### config.mk
export PLATFORM = sky130hd
export DESIGN_NAME = sdm_dac_mc
export DESIGN_NICKNAME = d
export VERILOG_FILES = /design/src/rtl/sdm_pkg.sv /design/src/rtl/sdm_dac_mc_chan.sv /design/src/rtl/sdm_dac_mc.sv
export SDC_FILE = /design/constraint.sdc
export NUM_CORES = 1
export LEC_CHECK = 0
export ABC_CLOCK_PERIOD_IN_PS = 19900
export CAP_MARGIN = 20
export CORE_ASPECT_RATIO = 1.2
export CORE_MARGIN = 2
export CORE_UTILIZATION = 55
export DETAILED_ROUTE_END_ITERATION = 8
export PLACE_DENSITY = 0.82
export RECOVER_POWER = 100
export SYNTH_ARGS = -nofsm -noshare
export SYNTH_HDL_FRONTEND = slang
export SYNTH_SLANG_ARGS = --single-unit
export TNS_END_PERCENT = 10
### constraint.sdc
create_clock -name clk -period 19.9 [get_ports clk]
set_clock_uncertainty 0.1 [all_clocks]
set_input_delay 1.99 -clock clk [delete_from_list [all_inputs] [get_ports clk]]
set_output_delay 1.99 -clock clk [all_outputs]
set_load 0.005 [all_outputs]
### src/rtl/sdm_pkg.sv
// Shared types and arithmetic helpers for the multi-channel sigma-delta DAC modulator.
package sdm_pkg;

    localparam int unsigned DATA_W_DEF = 16;
    localparam int unsigned GUARD_DEF  = 4;
    localparam int unsigned IW_DEF     = DATA_W_DEF + GUARD_DEF;
    localparam int unsigned CALC_W     = 64;

    typedef logic signed [CALC_W-1:0] calc_t;
    typedef logic signed [IW_DEF-1:0] integ_t;

    typedef enum logic {
        ORDER_1ST = 1'b0,
        ORDER_2ND = 1'b1
    } order_e;

    // Positive full-scale feedback: 2^(dw-1)-1
    function automatic calc_t fb_pos(input int unsigned dw);
        return (calc_t'(1) << (dw - 1)) - calc_t'(1);
    endfunction

    // Negative full-scale feedback: -2^(dw-1)
    function automatic calc_t fb_neg(input int unsigned dw);
        return -(calc_t'(1) << (dw - 1));
    endfunction

    // a + b clipped to the signed range of an iw-bit word
    function automatic calc_t sat_add(input calc_t a, input calc_t b, input int unsigned iw);
        calc_t s;
        calc_t hi;
        calc_t lo;
        s  = a + b;
        hi = (calc_t'(1) << (iw - 1)) - calc_t'(1);
        lo = -(calc_t'(1) << (iw - 1));
        if (s > hi) return hi;
        if (s < lo) return lo;
        return s;
    endfunction

endpackage

### src/rtl/sdm_dac_mc_chan.sv
// One modulator channel: integrators, primed flag and the 1-bit output.
module sdm_chan
    import sdm_pkg::*;
#(
    parameter int unsigned DATA_W = DATA_W_DEF,
    parameter int unsigned GUARD  = GUARD_DEF
) (
    input  logic              clk,
    input  logic              rst,
    input  logic              tick,
    input  logic              clear,
    input  logic              order,
    input  logic [DATA_W-1:0] x,
    output logic              b
);

    localparam int unsigned IW = DATA_W + GUARD;

    logic signed [IW-1:0] i1_q;
    logic signed [IW-1:0] i2_q;
    logic                 primed_q;
    calc_t                fb_c;
    calc_t                i1_c;
    calc_t                i2_c;

    // Candidate integrator values for this tick; feedback is zero until primed
    always_comb begin
        fb_c = '0;
        if (primed_q) fb_c = b ? fb_pos(DATA_W) : fb_neg(DATA_W);
        i1_c = sat_add(calc_t'(i1_q), calc_t'($signed(x)) - fb_c, IW);
        i2_c = sat_add(calc_t'(i2_q), i1_c - fb_c, IW);
    end

    // Output bit always follows the tick; a clear only wipes loop state
    always_ff @(posedge clk) begin
        if (rst) begin
            i1_q     <= '0;
            i2_q     <= '0;
            primed_q <= 1'b0;
            b        <= 1'b0;
        end else begin
            if (tick) begin
                b <= (order == ORDER_2ND) ? (i2_c >= calc_t'(0)) : (i1_c >= calc_t'(0));
            end
            if (clear) begin
                i1_q     <= '0;
                i2_q     <= '0;
                primed_q <= 1'b0;
            end else if (tick) begin
                i1_q     <= IW'(i1_c);
                i2_q     <= (order == ORDER_2ND) ? IW'(i2_c) : '0;
                primed_q <= 1'b1;
            end
        end
    end

endmodule

### src/rtl/sdm_dac_mc.sv
// Multi-channel sigma-delta DAC: frame handshake, pending/active buffers, OSR pacing.
module sdm_dac_mc
    import sdm_pkg::*;
#(
    parameter int unsigned CHANNELS = 2,
    parameter int unsigned DATA_W   = DATA_W_DEF,
    parameter int unsigned OSR      = 64,
    parameter int unsigned GUARD    = GUARD_DEF
) (
    input  logic                         clk,
    input  logic                         rst,
    input  logic                         order_sel,
    input  logic                         tick,
    input  logic                         valid_in,
    output logic                         ready_in,
    input  logic [CHANNELS*DATA_W-1:0]   audio_in,
    output logic                         valid_out,
    output logic [CHANNELS-1:0]          sdm_out,
    output logic                         underrun
);

    localparam int unsigned FW = CHANNELS * DATA_W;
    localparam int unsigned CW = (OSR > 1) ? $clog2(OSR) : 1;

    logic [FW-1:0] pend_q;
    logic [FW-1:0] act_q;
    logic          full_q;
    logic          act_order_q;
    logic [CW-1:0] cnt_q;

    logic boundary_c;
    logic accept_c;
    logic clear_c;
    logic full_nxt_c;

    assign boundary_c = tick && (cnt_q == CW'(OSR - 1));
    assign accept_c   = valid_in && ready_in;
    assign clear_c    = boundary_c && full_q && (order_sel != act_order_q);

    // Accept and drain are mutually exclusive: accept needs an empty slot
    always_comb begin
        full_nxt_c = full_q;
        if (boundary_c && full_q) full_nxt_c = 1'b0;
        if (accept_c)             full_nxt_c = 1'b1;
    end

    always_ff @(posedge clk) begin
        if (rst) begin
            pend_q      <= '0;
            act_q       <= '0;
            full_q      <= 1'b0;
            act_order_q <= ORDER_1ST;
            cnt_q       <= '0;
            ready_in    <= 1'b1;
            valid_out   <= 1'b0;
            underrun    <= 1'b0;
        end else begin
            valid_out <= tick;
            full_q    <= full_nxt_c;
            ready_in  <= ~full_nxt_c;
            if (tick) cnt_q <= boundary_c ? '0 : cnt_q + CW'(1);
            if (boundary_c) begin
                if (full_q) begin
                    act_q       <= pend_q;
                    act_order_q <= order_sel;
                end else begin
                    underrun <= 1'b1;
                end
            end
            if (accept_c) pend_q <= audio_in;
        end
    end

    for (genvar c = 0; c < int'(CHANNELS); c++) begin : g_chan
        sdm_chan #(
            .DATA_W (DATA_W),
            .GUARD  (GUARD)
        ) u_chan (
            .clk   (clk),
            .rst   (rst),
            .tick  (tick),
            .clear (clear_c),
            .order (act_order_q),
            .x     (act_q[c*DATA_W +: DATA_W]),
            .b     (sdm_out[c])
        );
    end

endmodule

==> out/qor.yml <==
floorplan:
  core_um2: 40740
  chipWidth_um: 189.4
  start_util: 0.5571
  num_io_pins: 42
  die_y_um: 226.5
  rows: 81
  die_area_um2: 42910
clocking:
  cts_tree: "yes"
  clkTransAtPathRegs_ns: 0.07
  clockBufferDepth: 2
  post_cts_buffers: 0
  postCtsHoldBufs: 0
  cts_resized: 0
  worst_skew_pair.late_latency_ns: 0.44
  clock-root-buffer: "clkbuf_16"
  htree_levels: 4
  cts.sinks: 158
  cts_buffers: 17
route:
  wl_met2_um: 31300
  route.antenna.remaining_nets: 0
  wl_met3_um: 3210
  drc_errors: 0
  wire_per_inst_um: 17.96
  wirelength_um: 63020
  top_layer_used: "met4"
  first_pass_iters: 6
  drt-initial-drc-count: 1650
  num_vias: 22230
  m1WireLength_um: 26640
  via_per_inst: 6.335
logic_synthesis:
  synth-async-reset-ratio: 0
  synth_most_common_cell: "nand2_1"
  synthFlopType: "dfxtp_1"
  synth_common_cells: "nand2_1, inv_1, a21oi_1, ha_1, o21ai_0"
  synth_cells: 3012
  synth.top_cell.area_share: 0.1394
  yosysSeqAreaShare: 0.1394
  synth_fp_nets: 3412
  synth.avg_cell_area_um2: 7.535
  synth-edff-count: 0
  synth_top_cell_by_area: "dfxtp_1"
  syn_area_um2: 22700
  synth.area.top_cells: "dfxtp_1, ha_1, fa_1"
  synth_seq_cells: 158
  yosys_warnings: 0
  ys_types: 85
timing:
  setup_tns_ns: 0
  rsz0062_at_grt: "no"
  finalSetupViolations: 0
  fin_crit_sh: 0.7876
  tightest_slew_ns: 2.938
  drv_slew: 238
  hold_viol: 0
  relSlewSlack: -0.9588
  fmax_mhz: 63.80
  finalWorstPathRequiredPeriod_ns: 15.67
global_routing:
  antenna_found_initial: 0
  grt_pass1_wl_um: 105000
  track_usage: 0.2937
  overflow: 0
  grt_max_degree: 76
  first_global_vias: 21690
setup_path:
  critPathRequiredTime_ns: 20.13
  worstSetupEndpointType: "register"
  critical_path_class: "register to register"
  max_stage_delay_ns: 1.65
  crit_fanout: 63
  crit_slowest_cell: "clkbuf_1"
  worstSetupStartpointType: "register"
  crit_arrival_ns: 15.90
cells_and_area:
  final_layout_size_suffix_gt1_frac: 0.02963
  finalNetCount: 3357
  layout-area-overhead-vs-synth_pct: 5.849
  insertedDiodeCount: 0
outcome:
  violations: "capacitance limit, slew limit"
  status: "finished with violations"
placed_design:
  numPortBuffers: 41
  place_congestion: 1.001
  dpl.hpwl_um: 49000
hold_path:
  worstHoldPathType: "register to register"
flow_run:
  cap_violations: 6
## critical path: cells and delay by family (launching register included)
kind,cells,cell delay [ns]
xor+xnor,2,0.54
buf+inv,4,3.34
compound gates,14,5.52
simple gates,15,3.22
fa+ha+maj,6,2.34
flops,1,0.45
## metal layers
metal,global-route usage,up-vias
li1,-,10570
met1,0.3617,10720
met2,0.5341,785
met3,0.03065,154
met4,0.09727,0
met5,0,-
## final cells by class
| type | count | area [um^2] |
|---|---|---|
| Clock buffer | 21 | 470.5 |
| Clock inverter | 11 | 132.6 |
| Fill cell | 3703 | 16720 |
| Inverter | 290 | 1089 |
| Multi-Input combinational cell | 2420 | 17870 |
| Sequential cell | 158 | 3163 |
| Tap cell | 539 | 674.4 |
| Timing Repair Buffer | 70 | 619.3 |
## cells in the final DEF, fill, tap and decap left out, types with 8 or more instances in the layout
cell / instances
nand2_1: 333
inv_1: 286
a21oi_1: 270
ha_1: 229
o21ai_0: 214
nor2_1: 195
dfxtp_1: 158
xnor2_1: 142
fa_1: 134
a21o_1: 117
nand4_1: 65
nor3_1: 65
nand3_1: 52
xor2_1: 50
o21a_1: 44
a221o_1: 44
o21bai_1: 42
o31ai_1: 37
a211oi_1: 36
nand2b_1: 33
clkdlybuf4s50_1: 33
o211ai_1: 28
nor4_1: 27
nor2b_1: 23
a31oi_1: 19
buf_4: 19
or3_1: 17
clkbuf_16: 17
and3_1: 16
and4_1: 10
mux2i_1: 10
or2_2: 9
a211o_1: 9
a21boi_0: 8
nor4b_1: 8
clkbuf_1: 8
## logic make-up after synthesis
| family | synth area share |
|---|---|
| compound gates | 0.2745 |
| flops | 0.1394 |
| simple gates | 0.1900 |
| buf+inv | 0.07266 |
| mux | 0.004907 |
| fa+ha+maj | 0.2444 |
| xor+xnor | 0.07409 |
## through the flow
| step | utilization | worst slack (ns) | hold slack, ns | std cells | area (um^2) |
|---|---|---|---|---|---|
| 3_5_place_dp | 0.5748 | 7.399 | 0.3417 | 3474 | 23420 |
| 3_3_place_gp | 0.5746 | 7.767 | 0.3397 | 3473 | 23410 |
| 2_1_floorplan | - | 8.009 | 0.3321 | 3012 | 22700 |
| 4_1_cts | 0.5896 | 7.307 | 0.3513 | 3506 | 24020 |
| 5_1_grt | 0.5896 | 3.167 | 0.3736 | 3509 | 24020 |
| 6_report | 0.5896 | 4.226 | 0.3560 | 3509 | 24020 |
## worst paths after layout
check	start	slack [ns]	end	cells past startpoint
min	pend_q[3]	0.36	act_q[3]	2
max reg2reg	g_chan[0].u_chan.primed_q	4.23	g_chan[0].u_chan.i2_q[14]	41
max	g_chan[0].u_chan.primed_q	4.23	g_chan[0].u_chan.i2_q[14]	41
min reg2reg	pend_q[3]	0.36	act_q[3]	2
## sequential cells by signal, summed over array words and instances (netlist names)
register and count:
g_chan.u_chan.i1_q 40, g_chan.u_chan.i2_q 40, act_q 32, pend_q 32, cnt_q 6, g_chan.u_chan.b 2, act_order_q 1, full_q 1
g_chan.u_chan.primed_q 1, ready_in 1, underrun 1, valid_out 1
Power is not shown: default switching activity piles up to over one toggle a cycle in this logic, so the estimate is an artifact.
